==> config.mk <==
export PLATFORM = sky130hd
export DESIGN_NAME = logic_unit_arbiter
export DESIGN_NICKNAME = d
export VERILOG_FILES = /design/src/rtl/logic_unit_arbiter.sv
export SDC_FILE = /design/constraint.sdc
export NUM_CORES = 1
export LEC_CHECK = 0
export BUFFER_PORTS_ARGS = -buffer_cell sky130_fd_sc_hd__buf_2
export CORE_UTILIZATION = 53
export DETAILED_ROUTE_END_ITERATION = 6
export PLACE_DENSITY_LB_ADDON = 0.05
export SYNTH_ARGS = -nofsm -noshare
export SYNTH_HDL_FRONTEND = slang
export SYNTH_SLANG_ARGS = --single-unit
==> constraint.sdc <==
create_clock -name clock -period 2.23 [get_ports clock]
set_input_delay 0.446 -clock clock [delete_from_list [all_inputs] [get_ports clock]]
set_output_delay 0.446 -clock clock [all_outputs]
set_load 0.02 [all_outputs]
==> src/rtl/logic_unit_arbiter.sv <==
// Two-requester arbiter time-sharing one bitwise logic datapath (NOT/AND/OR/XOR).
// Round-robin grant in IDLE, one-cycle EXEC, then RESP held until the consumer accepts.
module logic_unit_arbiter #(
  parameter int WIDTH = 32
) (
  input  logic             clock,
  input  logic             reset,
  input  logic             req0_valid,
  input  logic [1:0]       req0_op,
  input  logic [WIDTH-1:0] req0_a,
  input  logic [WIDTH-1:0] req0_b,
  output logic             req0_ready,
  input  logic             req1_valid,
  input  logic [1:0]       req1_op,
  input  logic [WIDTH-1:0] req1_a,
  input  logic [WIDTH-1:0] req1_b,
  output logic             req1_ready,
  output logic             resp_valid,
  output logic             resp_id,
  output logic [WIDTH-1:0] resp_result,
  input  logic             resp_ready,
  output logic             busy
);

  typedef enum logic [1:0] {
    IDLE = 2'd0,
    EXEC = 2'd1,
    RESP = 2'd2
  } state_t;

  typedef enum logic [1:0] {
    OP_NOT = 2'd0,
    OP_AND = 2'd1,
    OP_OR  = 2'd2,
    OP_XOR = 2'd3
  } op_t;

  state_t           state_q, state_d;
  logic             ptr_q;
  logic             hold_q;
  op_t              op_q;
  logic [WIDTH-1:0] a_q, b_q;
  logic             id_q;
  logic [WIDTH-1:0] result_q;

  logic             grant;
  logic             grant_id;
  logic [WIDTH-1:0] alu;

  // hold_q blocks grants for the first cycle after reset is released.
  assign grant    = (state_q == IDLE) && !reset && !hold_q && (req0_valid || req1_valid);
  assign grant_id = (req0_valid && req1_valid) ? ptr_q : req1_valid;

  always_comb begin
    // NOTE: every output of this block gets a default first so no latch is inferred.
    state_d    = state_q;
    req0_ready = 1'b0;
    req1_ready = 1'b0;
    case (state_q)
      IDLE: begin
        if (grant) begin
          state_d    = EXEC;
          req0_ready = !grant_id;
          req1_ready = grant_id;
        end
      end
      EXEC:    state_d = RESP;
      RESP:    if (resp_ready) state_d = IDLE;
      default: state_d = IDLE;
    endcase
  end

  always_comb begin
    alu = '0;
    case (op_q)
      OP_NOT:  alu = ~a_q;
      OP_AND:  alu = a_q & b_q;
      OP_OR:   alu = a_q | b_q;
      OP_XOR:  alu = a_q ^ b_q;
      default: alu = '0;
    endcase
  end

  always_ff @(posedge clock) begin
    // NOTE: sequential state uses non-blocking assignments so every register samples pre-edge values.
    if (reset) begin
      state_q  <= IDLE;
      ptr_q    <= 1'b0;
      hold_q   <= 1'b1;
      op_q     <= OP_NOT;
      a_q      <= '0;
      b_q      <= '0;
      id_q     <= 1'b0;
      result_q <= '0;
    end else begin
      state_q <= state_d;
      hold_q  <= 1'b0;
      if (grant) begin
        id_q  <= grant_id;
        ptr_q <= !grant_id;
        op_q  <= op_t'(grant_id ? req1_op : req0_op);
        a_q   <= grant_id ? req1_a : req0_a;
        b_q   <= grant_id ? req1_b : req0_b;
      end
      if (state_q == EXEC) result_q <= alu;
    end
  end

  // Outputs are forced quiet while reset is asserted, even before the first reset edge.
  assign resp_valid  = (state_q == RESP) && !reset;
  assign busy        = (state_q != IDLE) && !reset;
  assign resp_id     = id_q && !reset;
  assign resp_result = reset ? '0 : result_q;

endmodule

; Word level (Yosys, flattened, before mapping)
; Cells that the tools add are included.
; W data, S select, Z words.
[totals]
output_inout_bits = 37
inputBits = 137
elab_cells = 48
regBits = 103
[op_classes]
n_eq_ne = 7
mux = 14
reduce_logical = 15
n_bitwise = 4
[ops]
columns = cell, n
row1 = $pmux W32 S4, 1
row2 = $mux W32, 3
row3 = $and A32 B32 Y32, 1
row4 = $not A32 Y32, 1
row5 = $or A32 B32 Y32, 1
row6 = $xor A32 B32 Y32, 1
row7 = $logic_and A1 B1 Y1, 7
row8 = $eq A2 B2 Y1 const B, 3
row9 = $mux W1, 6
row10 = $mux W2, 3
row11 = $pmux W2 S3, 1
row12 = $eq A2 B1 Y1 const B, 2
row13 = $logic_not A2 Y1, 2
row14 = $ne A2 B2 Y1 const B, 2
row15 = $logic_not A1 Y1, 3
row16 = $reduce_and A2 Y1, 1
row17 = $reduce_bool A2 Y1, 1
row18 = $logic_or A1 B1 Y1, 1

; Logic depth before layout (Yosys ltp)
[logic_depth]
word_depth = 6
depth_mapped = 7
mapped_depth_nobuf = 5

; Worst setup path before layout
; Ideal clock, no wire load.
[synth_path]
path_kind = input to output
startpoint = input port reset
endpoint = output port req0_ready
required_ps = 1784
arrival_time_ps = 1726
slack_ps = 58
cell_stages = 6
path_buffers = 4
cell_sequence = buf_6 > or4_1 > clkbuf_1 > buf_6 > buf_6 > nor2_1
[synth_between]
elab_chain_len = 6
[synth_lines]
columns = element, line
row1 = start: declaration, 7  ; input logic reset,
row2 = $logic_not A1 Y1, 51  ; assign grant = (state_q == IDLE) && !reset && !hold_q && (req0_valid || req1_valid);
row3 = $logic_and A1 B1 Y1 (3 in a row), 51
row4 = $mux W1, 61  ; if (grant) begin
row5 = $mux W1, 59  ; case (state_q)
row6 = end: declaration, 12  ; output logic req0_ready,
; No other way between the ends.

; Worst setup path in the final report
[layout_path]
startpoint = register state_q[1]
endpoint = output port req0_ready
[layout_between]
elab_chain_len = 6
[layout_lines]
columns = element, line
row1 = start: declaration, 38  ; state_t state_q, state_d;
row2 = start signal: assignment, 96  ; state_q <= state_d;
row3 = $logic_not A2 Y1 (*), "51, 59"
row4 = $logic_and A1 B1 Y1 (3 in a row), 51
row5 = $mux W1, 61
row6 = $mux W1 (*), 59
; Mark *: on every way between the ends. The rest lies on a longest branch, timed or not.

==> out/metrics.csv <==
stage;metric;value;unit
pwr;maximum VDD drop;548;uV
clocking;Skew-Pair Late Insertion Delay;350;ps
yosys;Main synth FF type;dfxtp_1;
sta;Max Slew Vio Count;0;
clocking;Post-CTS Setup Repair Bufs;0;
drt;final wirelength;14600;um
sta;Worst Clk Skew;3.61;ps
placement;Placer Congestion;0.782;
clocking;root buffer cell;clkbuf_16;
global_routing;initial antenna violation count;0;
worst_setup_path;crit path max fanout;7;
yosys;cell taking the most area after synthesis;dfxtp_1;
placement;post-place setup slack;184;ps
run;number of max-cap violations;0;
pwr;Leak;3.61;nW
sta;final hold vios;0;
drt;Routed Antenna Nets;0;
worst_setup_path;CP Data Arrival Time;1730;ps
floorplan;IO Pins;174;
drt;wire length per cell;14.6;um
drt;number of remaining DRC errors;18;
sta;Worst Max-Slew Pin Slew;480;ps
yosys;cell area after synthesis;6310;um^2
floorplan;initial core utilization;54.8;%
finish;nets@finish;1055;
hold_path;hold depth;2;
finish;Layout area overhead;21.0;%
floorplan;row count;39;
yosys;Synth cell types;29;
sta;Fin Setup TNS;0;ps
floorplan;Die X;111;um
yosys;syn nets;908;
yosys;top post-synthesis cells by area;dfxtp_1 33%, ha_1 13%, inv_1 11%;
clocking;clock-pin transition on the worst setup and hold timing paths;70;ps
worst_setup_path;crit path capture type;primary output;
finish;layout cell share with drive strength beyond 1;31.2;%
yosys;Syn Inst Count;707;
floorplan;Die ar.;12300;um^2
yosys;number of flops mapped to enable cells by yosys;0;
sta;final setup violation count;0;
global_routing;GRT Overall Usage;24.8;%
yosys;Seq/Total Area, Yosys;32.7;%
global_routing;largest net degree at the start of global routing;65;
clocking;Max clock buf depth;2;
clocking;cts bufs inserted;9;
placement;DPL Wire Length;10600;um
finish;diode count;0;
worst_setup_path;path depth of the worst reg2reg path;4;
worst_setup_path;Startpoint Class;flip-flop;
status;outcome;finished with violations;
drt;DRT iter0 DRCs;293;
finish;register area;2070;um^2
worst_setup_path;Setup CP Type;reg -> out;
sta;Final WS setup;49.3;ps
yosys;asr flop ratio synth;0;%
drt;vias per inst;5.38;
sta;fin crit period;2180;ps
finish;Fillers;995;
clocking;Max H-tree Level;3;
sta;f_max;459;MHz
sta;period utilisation layout;97.8;%
drt;via count;5391;
global_routing;grt total ovfl;0;
clocking;CTS tree;yes;
floorplan;core area;11500;um^2
yosys;yosys warns;0;
status;violated checks;design-rule violations;
yosys;#FFs+latches synth;103;
sta;relative slew slack;68.0;%
global_routing;number of global-route vias before repair;5261;
sta;RSZ-0062 raised after global routing;no;
floorplan;Die Y;111;um
placement;Port Buffers;173;
global_routing;global-route wire length before repair;24900;um
yosys;average size of a mapped cell;8.93;um^2
drt;drt first pass iters;6;
clocking;clk sinks;103;
worst_setup_path;CP Data Required Time;1780;ps
finish;area of the multi-input gates;3360;um^2
hold_path;worst hold path type;in -> reg;
yosys;Yosys top cell area share;32.7;%
pwr;power per cell area;624;nW/um^2
## critical path, stage by stage (launching register included)
cell and delay [ps]:
dfxtp_2 380, or4_2 710, nor2_1 130, buf_2 170
## cells in the mapped netlist, types with 9 or more instances
cell	count
nor2_1	44
nand2_1	10
nor3_2	29
nor2b_1	34
a221o_1	66
buf_2	13
a211oi_1	23
clkbuf_1	27
nor3_1	38
o221ai_1	9
a21oi_1	21
ha_1	64
mux4_2	23
dfxtp_1	103
inv_1	177
## registers in the layout, indices dropped and copies added (netlist names)
name,count
a_q,32
b_q,32
hold_q,1
id_q,1
op_q,2
ptr_q,1
result_q,32
state_q,2
## layout make-up
type	count	area share, %
inverters	177	8.70
multi-input cells	373	44.0
flip-flops and latches	103	27.1
clock inverters	3	0.524
repair buffers	190	13.8
clock buffers	13	3.54
well taps	143	2.34
## stage by stage
stage	instance area, um^2	utilization, %	hold slack, ps	power, mW	instances
2_1_floorplan	6310	-	474	2.82	707
3_3_place_gp	7310	63.5	483	3.11	986
3_5_place_dp	7310	63.5	487	3.17	986
4_1_cts	7630	66.2	301	4.82	1002
5_1_grt	7640	66.3	305	5.02	1002
6_report	7640	66.3	317	4.77	1002
## power breakdown
group          total [mW]  internal, mW  switching, mW
clock network        1.64         0.959          0.684
logic                1.01         0.506          0.504
registers            2.11          1.99          0.125
## cells in the final DEF, fill, tap and decap left out, drive strengths merged
master	Yosys	layout
a211oi	23	23
a21bo	1	1
a21o	1	1
a21oi	21	21
a221o	66	66
and3	1	1
buf	27	190
bufinv	0	1
clkbuf	27	13
clkinv	0	2
dfxtp	103	103
ha	64	64
inv	177	177
mux4	23	23
nand2	10	10
nand2b	2	2
nand3b	1	1
nor2	44	44
nor2b	34	34
nor3	67	67
nor3b	1	1
nor4	1	1
o221ai	9	9
or2	1	1
or3	1	1
or3b	1	1
or4	1	1
## logic make-up after synthesis
kind of cell / after synthesis / share of synthesized area [%]
buffers and inverters: 231 / 14.7
AND/OR/NAND/NOR: 165 / 15.4
AO/OA/AOI/OAI: 121 / 16.4
flip-flops: 103 / 32.7
adder cells (fa/ha/maj): 64 / 12.7
multiplexers: 23 / 8.21
## per-layer routing
layer,vias to the layer above,track usage [%],wire length (um)
met2,143,42.7,7220
met1,2543,30.3,6300
li1,2683,-,-
met4,0,7.84,261
met5,-,0,0
met3,22,6.34,800
## worst paths after layout
| path | start | endpoint | slack, ps |
|---|---|---|---|
| worst max-delay path | state_q[1] | req0_ready | 50 |
| worst min-delay path | req1_a[14] | a_q[14] | 320 |
| worst max register to register | state_q[1] | a_q[4] | 350 |
| worst min register to register | result_q[14] | result_q[14] | 500 |
## what timing repair did
item | CTS | global route
resized for setup | 1 | 2
hold buffers | 0 | 0
setup endpoints to repair | 1 | 2
No activity file was read; power rests on OpenSTA's default activity.
